**src/rtl/ysyx_23060203_pkg.sv**
```systemverilog
`default_nettype none
// ============================================================================
//  Module   : ysyx_23060203_pkg
//  Purpose  : Shared AXI response/burst encodings and CLINT FSM state type.
//  Revision : 1.0 - initial release
// ============================================================================
package ysyx_23060203_pkg;

  // AXI read response codes
  localparam logic [1:0] RESP_OKAY   = 2'b00;
  localparam logic [1:0] RESP_DECERR = 2'b11;

  // AXI burst type encodings
  localparam logic [1:0] BURST_FIXED = 2'b00;
  localparam logic [1:0] BURST_INCR  = 2'b01;
  localparam logic [1:0] BURST_WRAP  = 2'b10;

  // Read-channel FSM
  typedef enum logic [0:0] {
    ST_IDLE = 1'b0,
    ST_RESP = 1'b1
  } clint_state_t;

  // Address of the following beat. FIXED repeats the address; every other
  // encoding (WRAP included) simply steps one 32-bit word and wraps at 2^32.
  function automatic logic [31:0] next_beat_addr(input logic [31:0] addr,
                                                 input logic [1:0]  burst);
    return (burst == BURST_FIXED) ? addr : addr + 32'd4;
  endfunction

endpackage
`default_nettype wire

```
**src/rtl/ysyx_23060203_mtime.sv**
```systemverilog
`default_nettype none
// ============================================================================
//  Module   : ysyx_23060203_mtime
//  Purpose  : Free-running 64-bit mtime counter behind a clock prescaler.
//             mtime advances once every DIV clk cycles (DIV in 1..65535)
//             and wraps silently from 2^64-1 to 0.
//  Revision : 1.0 - initial release
// ============================================================================
module ysyx_23060203_mtime #(
  parameter int DIV = 1
) (
  input  logic        clk,
  input  logic        rst,
  output logic [63:0] mtime
);

  localparam logic [15:0] C_DIV_M1 = 16'(DIV - 1);

  logic [15:0] r_presc;
  logic [63:0] r_mtime;

  // Prescaler and counter; with DIV=1 the prescaler is pinned at zero
  always_ff @(posedge clk) begin
    if (rst) begin
      r_presc <= 16'd0;
      r_mtime <= 64'd0;
    end else if (r_presc == C_DIV_M1) begin
      r_presc <= 16'd0;
      r_mtime <= r_mtime + 64'd1;
    end else begin
      r_presc <= r_presc + 16'd1;
    end
  end

  assign mtime = r_mtime;

endmodule
`default_nettype wire

```
**src/rtl/ysyx_23060203_clint.sv**
```systemverilog
`default_nettype none
// ============================================================================
//  Module   : ysyx_23060203_clint
//  Purpose  : Read-only CLINT exposing the 64-bit mtime over an AXI read
//             channel (AR/R). Each burst is served from a snapshot taken at
//             AR acceptance, so low/high words never tear across a carry.
//             Beats outside the mtime doubleword return zero with DECERR.
//  Revision : 1.0 - initial release
// ============================================================================
module ysyx_23060203_clint
  import ysyx_23060203_pkg::*;
#(
  parameter logic [31:0] MTIME_ADDR = 32'h0200_0000,
  parameter int          DIV        = 1
) (
  input  logic        clk,
  input  logic        rst,
  // AR channel
  input  logic        arvalid,
  output logic        arready,
  input  logic [31:0] araddr,
  input  logic [3:0]  arid,
  input  logic [7:0]  arlen,
  input  logic [2:0]  arsize,
  input  logic [1:0]  arburst,
  // R channel
  output logic        rvalid,
  input  logic        rready,
  output logic [31:0] rdata,
  output logic [1:0]  rresp,
  output logic        rlast,
  output logic [3:0]  rid
);

  logic [63:0]  w_mtime;

  clint_state_t r_state;
  logic [31:0]  r_addr;
  logic [3:0]   r_id;
  logic [7:0]   r_len;
  logic [1:0]   r_burst;
  logic [7:0]   r_beat;
  logic [63:0]  r_snap;

  logic         r_arready;
  logic         r_rvalid;
  logic [31:0]  r_rdata;
  logic [1:0]   r_rresp;
  logic         r_rlast;
  logic [3:0]   r_rid;

  ysyx_23060203_mtime #(
    .DIV (DIV)
  ) u_mtime (
    .clk   (clk),
    .rst   (rst),
    .mtime (w_mtime)
  );

  // Handshakes and next-beat bookkeeping
  logic        w_acc;
  logic        w_hs;
  logic [31:0] w_next_addr;
  logic [7:0]  w_next_beat;
  assign w_acc       = arvalid & r_arready;
  assign w_hs        = r_rvalid & rready;
  assign w_next_addr = next_beat_addr(r_addr, r_burst);
  assign w_next_beat = r_beat + 8'd1;

  // Payload of the beat about to be presented: on acceptance it is beat 0
  // from the live mtime (which is also what gets snapshotted), otherwise
  // the following beat from the held snapshot.
  logic [31:0] w_sel_addr;
  logic [63:0] w_sel_snap;
  logic        w_hit;
  logic [31:0] w_data;
  logic [1:0]  w_resp;
  assign w_sel_addr = w_acc ? araddr  : w_next_addr;
  assign w_sel_snap = w_acc ? w_mtime : r_snap;
  assign w_hit      = (w_sel_addr[31:3] == MTIME_ADDR[31:3]);
  assign w_data     = !w_hit       ? 32'd0 :
                      w_sel_addr[2] ? w_sel_snap[63:32] : w_sel_snap[31:0];
  assign w_resp     = w_hit ? RESP_OKAY : RESP_DECERR;

  // Transfer size and byte offset do not affect which word is returned
  logic w_unused_bits;
  assign w_unused_bits = ^{arsize, w_sel_addr[1:0]};

  // Read FSM with registered channel outputs
  always_ff @(posedge clk) begin
    if (rst) begin
      r_state   <= ST_IDLE;
      r_addr    <= 32'd0;
      r_id      <= 4'd0;
      r_len     <= 8'd0;
      r_burst   <= BURST_FIXED;
      r_beat    <= 8'd0;
      r_snap    <= 64'd0;
      r_arready <= 1'b1;
      r_rvalid  <= 1'b0;
      r_rdata   <= 32'd0;
      r_rresp   <= RESP_OKAY;
      r_rlast   <= 1'b0;
      r_rid     <= 4'd0;
    end else begin
      case (r_state)
        ST_IDLE: begin
          if (w_acc) begin
            r_state   <= ST_RESP;
            r_addr    <= araddr;
            r_id      <= arid;
            r_len     <= arlen;
            r_burst   <= arburst;
            r_beat    <= 8'd0;
            r_snap    <= w_mtime;
            r_arready <= 1'b0;
            r_rvalid  <= 1'b1;
            r_rdata   <= w_data;
            r_rresp   <= w_resp;
            r_rlast   <= (arlen == 8'd0);
            r_rid     <= arid;
          end
        end
        ST_RESP: begin
          if (w_hs) begin
            if (r_rlast) begin
              r_state   <= ST_IDLE;
              r_arready <= 1'b1;
              r_rvalid  <= 1'b0;
              r_rdata   <= 32'd0;
              r_rresp   <= RESP_OKAY;
              r_rlast   <= 1'b0;
              r_rid     <= 4'd0;
            end else begin
              r_beat  <= w_next_beat;
              r_addr  <= w_next_addr;
              r_rdata <= w_data;
              r_rresp <= w_resp;
              r_rlast <= (w_next_beat == r_len);
            end
          end
        end
        default: begin
          r_state   <= ST_IDLE;
          r_arready <= 1'b1;
          r_rvalid  <= 1'b0;
        end
      endcase
    end
  end

  assign arready = r_arready;
  assign rvalid  = r_rvalid;
  assign rdata   = r_rdata;
  assign rresp   = r_rresp;
  assign rlast   = r_rlast;
  assign rid     = r_rid;

endmodule
`default_nettype wire

```
**config.mk**
```make
export PLATFORM = sky130hd
export DESIGN_NAME = ysyx_23060203_clint
export DESIGN_NICKNAME = d
export VERILOG_FILES = /design/src/rtl/ysyx_23060203_pkg.sv /design/src/rtl/ysyx_23060203_mtime.sv /design/src/rtl/ysyx_23060203_clint.sv
export SDC_FILE = /design/constraint.sdc
export NUM_CORES = 1
export LEC_CHECK = 0
export BUFFER_PORTS_ARGS = -buffer_cell sky130_fd_sc_hd__buf_4
export CAP_MARGIN = 20
export CORE_MARGIN = 2
export CORE_UTILIZATION = 45
export CTS_CLUSTER_SIZE = 30
export DETAILED_ROUTE_END_ITERATION = 8
export PLACE_DENSITY = 0.7
export SYNTH_ARGS = -nofsm -noshare
export SYNTH_HDL_FRONTEND = slang
export SYNTH_SLANG_ARGS = --single-unit
```
**constraint.sdc**
```tcl
create_clock -name clk -period 7.9 [get_ports clk]
set_input_delay 1.975 -clock clk [delete_from_list [all_inputs] [get_ports clk]]
set_output_delay 1.975 -clock clk [all_outputs]
set_load 0.01 [all_outputs]
```
# --- Word-level counts from Yosys, hierarchy flattened ---
# Cells that the tools add are included.
totals:
  reg_bits: 236
  wordCells: 77
  inputBits: 53
  out_inout_bits: 41
classes:
  eq_ne: 6
  add_sub_neg: 4
  n_reduce_logical: 8
  mux: 42
  bitwise: 3
op_table:
  columns: ["operator", "count"]
  rows:
  - ["two-way mux 32 bit", 10]
  - ["one-hot mux 32 bit (2 select lines)", 2]
  - ["adder 64 x 1 -> 64 bit, second input constant", 1]
  - ["two-way mux 64 bit", 1]
  - ["adder 32 x 3 -> 32 bit, second input constant", 1]
  - ["equality test 29 x 23 -> 1 bit, second input constant", 1]
  - ["two-way mux 8 bit", 3]
  - ["adder 16 x 1 -> 16 bit, second input constant", 1]
  - ["logical NOT 16 bit", 1]
  - ["one-hot mux 8 bit (2 select lines)", 1]
  - ["two-way mux 1 bit", 12]
  - ["two-way mux 4 bit", 3]
  - ["adder 8 x 1 -> 8 bit, second input constant", 1]
  - ["equality test 8 bit", 1]
  - ["logical NOT 8 bit", 1]
  - ["two-way mux 2 bit", 4]
  - ["one-hot mux 1 bit (2 select lines)", 4]
  - ["one-hot mux 4 bit (2 select lines)", 1]
  - ["AND reduction 3 bit", 2]
  - ["inequality test 2 x 1 -> 1 bit, second input constant", 2]
  - ["inequality test 2 bit, second input constant", 2]
  - ["one-hot mux 2 bit (2 select lines)", 1]
  - ["AND reduction 2 bit", 2]
  - ["AND 1 bit", 2]
  - ["3 further kinds", 3]

# --- Depth between registers and ports, before layout ---
logic_depth:
  word_depth: 8
  ltp_mapped: 12
  depth_no_buf: 9

# --- Cells and area by module ---
# From an unflattened synthesis, not the netlist that was laid out.
hier_totals:
  cells_unflattened: 1413
  area_unflattened_um2: 11701.2
by_module_without_submodules:
  columns: ["mod", "cells_per_inst", "n_inst", "area_per_inst_um2", "seq_area_each_um2"]
  rows:
  - ["ysyx_23060203_clint", 949, 1, 7906.3, 3062.9]
  - ["ysyx_23060203_mtime", 464, 1, 3794.9, 1601.5]

# --- Least setup slack after synthesis ---
# No wires, ideal clock.
synth_path:
  path_type: "input to register"
  startpoint: "input port arvalid"
  endpoint: "register r_rdata[10], in the netlist rdata[10]"
  arrival_time_ns: 3.785
  t_required_ns: 7.772
  path_buffers: 2
  stages: 6
  slack_ns: 3.988
  setup_ns: 0.128
  cell_sequence: "and2_1 buf_1 clkbuf_1 mux4_2 nand4_1 o21ai_1"
synth_between:
  elab_chain_cells: 7
  elab_cells_between_ends: 12
  cone_classes: "eq/ne: 2; mux: 8; bitwise: 1; reduce/logical: 1"
synth_lines:
  columns: ["element", "line", "rtl"]
  rows:
  - ["start: declaration", "ysyx_23060203_clint.sv:19", "input logic arvalid,"]
  - ["AND 1 bit *", "ysyx_23060203_clint.sv:65", "assign w_acc = arvalid & r_arready;"]
  - ["two-way mux 32 bit / two-way mux 64 bit (equally long branches)", null, null]
  - ["equality test 29 x 23 -> 1 bit / two-way mux 32 bit (equally long branches)", "ysyx_23060203_clint.sv:80, ysyx_23060203_clint.sv:82", null]
  - ["two-way mux 32 bit", "ysyx_23060203_clint.sv:81", "assign w_data = !w_hit ? 32'd0 :"]
  - ["two-way mux 32 bit", "ysyx_23060203_clint.sv:126", "if (r_rlast) begin"]
  - ["two-way mux 32 bit", "ysyx_23060203_clint.sv:125", "if (w_hs) begin"]
  - ["one-hot mux 32 bit (2 select lines)", "ysyx_23060203_clint.sv:106", "case (r_state)"]
  - ["end signal: assignment", "ysyx_23060203_clint.sv:118", "r_rdata <= w_data;"]
  - ["end signal: assignment", "ysyx_23060203_clint.sv:137", "r_rdata <= w_data;"]
  - ["end: declaration", "ysyx_23060203_clint.sv:47", "logic [31:0] r_rdata;"]
# Every way passes the cells marked *; elsewhere a longest branch is shown, timed or not. The select of a mux whose other input is x is not followed.
# A chain may end at the register's enable or synchronous reset.

# --- Worst setup path after layout ---
layout_path:
  startpoint: "register r_burst[1]"
  endpoint: "register r_rdata[30], in the netlist rdata[30]"
layout_between:
  elab_chain_cells: 8
  elab_cells_between_ends: 10
  cone_classes: "eq/ne: 1; mux: 8; reduce/logical: 1"
layout_lines:
  columns: ["element", "line", "rtl"]
  rows:
  - ["start: declaration", "ysyx_23060203_clint.sv:41", "logic [1:0] r_burst;"]
  - ["start signal: assignment", "ysyx_23060203_clint.sv:113", "r_burst <= arburst;"]
  - ["logical NOT 2 bit *", "ysyx_23060203_pkg.sv:28", "return (burst == BURST_FIXED) ? addr : addr + 32'd4;"]
  - ["two-way mux 32 bit *", "ysyx_23060203_pkg.sv:28", null]
  - ["two-way mux 32 bit *", "ysyx_23060203_clint.sv:78", "assign w_sel_addr = w_acc ? araddr : w_next_addr;"]
  - ["equality test 29 x 23 -> 1 bit / two-way mux 32 bit (equally long branches)", "ysyx_23060203_clint.sv:80, ysyx_23060203_clint.sv:82", null]
  - ["two-way mux 32 bit *", "ysyx_23060203_clint.sv:81", null]
  - ["two-way mux 32 bit", "ysyx_23060203_clint.sv:126", null]
  - ["two-way mux 32 bit", "ysyx_23060203_clint.sv:125", null]
  - ["one-hot mux 32 bit (2 select lines) *", "ysyx_23060203_clint.sv:106", null]
# Marked as above.

==> flow_metrics.env <==
export IMPL_ys_types=71
export IMPL_drive_gt1_share_pct=14.3
export IMPL_cap_violations=0
export IMPL_cts_sinks=233
export IMPL_start_kind="register"
export IMPL_io_buffers=88
export IMPL_grt_setup_unrepaired="no"
export IMPL_min_delay_path_depth=2
export IMPL_fillers=2412
export IMPL_syn_to_final_growth_pct=13.3
export IMPL_fin_ws_ns=3.93
export IMPL_period_share_pct=50.3
export IMPL_insertion_delay_ns=0.54
export IMPL_synth_top_area_cell="dfxtp_1"
export IMPL_grt_remaining_overflow=0
export IMPL_crit_path_frequent_cell="or4_4"
export IMPL_die_area_um2=26800
export IMPL_place_congestion=0.861
export IMPL_cts_root_buf="clkbuf_16"
export IMPL_synth_fp_nets=1443
export IMPL_ant_nets=0
export IMPL_cts_buffers=26
export IMPL_crit_slowest_cell="a31oi_4"
export IMPL_ir_drop_mv=0.248
export IMPL_reg2reg_to="rdata[30]"
export IMPL_die_y_um=164
export IMPL_drt_iter0_markers=754
export IMPL_ioPinCount=94
export IMPL_synth_top_area_share_pct=40.6
export IMPL_clk_pin_slew_ns=0.06
export IMPL_maxSlewHeadroom_pct=24.1
export IMPL_ys_seq_area_share_pct=40.6
export IMPL_routedWlPerCell_um=16.1
export IMPL_rows=58
export IMPL_syn_avg_cell_area_um2=8.30
export IMPL_setup_tns_ns=0
export IMPL_finClkSkew_ns=0.0116
export IMPL_holdPathEnd="rdata[14]"
export IMPL_finalSetupViolCount=0
export IMPL_fin_crit_ns=3.97
export IMPL_fmax_ghz=0.252
export IMPL_cts_tree="yes"
export IMPL_worst_hold_slack_ns=0.446
export IMPL_synthCells=1385
export IMPL_wirelength_mm=28.3
export IMPL_cp_max_fo=33
export IMPL_grt_pass1_vias=9275
export IMPL_maxSlewViolCount=0
export IMPL_via_per_inst=5.64
export IMPL_diodes=0
export IMPL_pre_cts_ws_ns=3.39
export IMPL_cts_resized=0
export IMPL_cp_cell_sequence="o2111ai_1 > or4_4 > or3_4 > or4_4 > a31oi_4 > nand4_1 > o21ai_0"
export IMPL_cts_buffer_depth=3
export IMPL_reg2reg_depth=7
export IMPL_hold_viol=0
export IMPL_nets=1464
export IMPL_vias=9895
export IMPL_p_leak_nw=4.32
export IMPL_outcome="finished, final reports clean"
export IMPL_cts_hold_buffers_added=0
export IMPL_final_cell_mix="253 x nand2_1, 233 x dfxtp_1, 132 x nor2_1"
export IMPL_grt_util_all_layers_pct=21.4
export IMPL_final_common_cell="nand2_1"
export IMPL_setup_worst_path_end_class="register"
export IMPL_synth_area_um2=11500
export IMPL_worst_slew_pin_transition_ns=1.14
export IMPL_grt_first_pass_wirelength_mm=47.2
export IMPL_r2r_slack_ns=3.93
export IMPL_async_flop_share_pct=0
export IMPL_final_cell_area_um2=13000
export IMPL_place_area_um2=12100
export IMPL_core_area_um2=25100
export IMPL_post_cts_buffers=0
export IMPL_die_x_um=164
export IMPL_p_per_area_nw_per_um2=211
export IMPL_dp_hpwl_mm=18.1
export IMPL_synth_area_top_cells="dfxtp_1 41%, nand2_1 8.3%, a21oi_1 5.2%, xnor2_1 4.7%, mux4_2 4.5%"
export IMPL_hold_path_class="register to register"
export IMPL_synth_top_flop_cell="dfxtp_1"
export IMPL_r2r_start="r_burst[1]"
export IMPL_post_place_cells=1708
export IMPL_antenna_found_initial=0
export IMPL_min_from="rdata[14]"
export IMPL_arrival_ns=4.42
export IMPL_grt_max_degree=98
export IMPL_htree_levels=1
export IMPL_drc_errors=0
export IMPL_slowest_delay_ns=0.93
export IMPL_cp_required_ns=8.35
export IMPL_synth_warnings=0
export IMPL_synth_seq_cells=233
export IMPL_instances_no_fill=1754
export IMPL_start_util_pct=45.8
export IMPL_synth_edf_count=0
export IMPL_path_class="register to register"
export IMPL_first_pass_iters=7
## through the flow
stage / utilization (%) / power (mW)
after CTS: 51.9 / 2.78
after global routing: 51.9 / 2.85
final: 51.9 / 2.75
after floorplan: - / 1.45
after global placement: 48.3 / 1.52
after detailed placement: 48.3 / 1.52
## synth_stat cells, drive strengths merged, types with 8 or more instances
cell,count
dfxtp,233
nor2,136
buf,22
a222oi,13
a31oi,8
mux4,32
and3,10
xnor2,62
xor2,29
clkbuf,83
a21oi,119
or3,20
nand2,253
nand3,52
and4,12
inv,29
nor4,30
o21ai,58
nand4,56
nor3,39
## power breakdown
group | internal (mW) | leakage (nW) | switching (mW)
clock network | 0.766 | 0.436 | 0.487
registers | 1.20 | 1.88 | 0.0350
logic | 0.0924 | 2.00 | 0.171
## logic make-up (layout without fill, tap and decap cells)
family          count (synthesis)  count (layout)  share of synthesized area [%]
mux                            42              42                           7.39
flops                         233             233                           40.6
xor+xnor                       91              91                           6.93
simple gates                  636             636                           26.0
buf+inv                       134             173                           5.90
compound gates                244             244                           12.7
fa+ha+maj                       5               5                          0.544
## critical path, delay by kind of cell (launching register included)
family | cells | cell delay [ns]
AO/OA/AOI/OAI | 3 | 1.50
flip-flops | 1 | 0.52
AND/OR/NAND/NOR | 4 | 1.87
## sequential cells by signal, indices dropped and copies added, names as in the netlist
name and cells:
r_snap 64, u_mtime.mtime 64, rdata 32, r_addr 30
u_mtime.r_presc 16, r_beat 8, r_len 8, rid 4
r_burst 2, arready 1, r_state 1, rlast 1
rresp 1, rvalid 1
## per-layer routing
| metal | routed length, um | vias to the layer above | GRT usage, % |
|---|---|---|---|
| met5 | 0 | - | 0 |
| met4 | 343 | 0 | 4.23 |
| met3 | 1310 | 25 | 2.73 |
| met2 | 13500 | 207 | 35.9 |
| met1 | 13200 | 4740 | 29.6 |
| li1 | - | 4923 | - |
## cell type report
cell class	instances	area [um2]	area share, %
repair buffers	98	739	5.68
clock buffers	36	758	5.82
multi-input cells	1018	6190	47.6
flip-flops and latches	233	4660	35.8
well taps	330	413	3.17
clock inverters	10	144	1.10
inverters	29	109	0.836
## worst max-delay path by stage
stage / startpoint / to / slack, ns / cells past startpoint
CTS: arvalid / r_addr[19] / 3.98 / 7
detailed placement: arvalid / r_addr[19] / 3.39 / 7
floorplan: arvalid / rdata[10] / 3.99 / 6
global placement: arvalid / r_addr[19] / 3.46 / 7
finish: r_burst[1] / rdata[30] / 3.93 / 7
global route: arvalid / r_addr[19] / 3.62 / 7
Note: power is estimated with default switching activity, not from simulation.
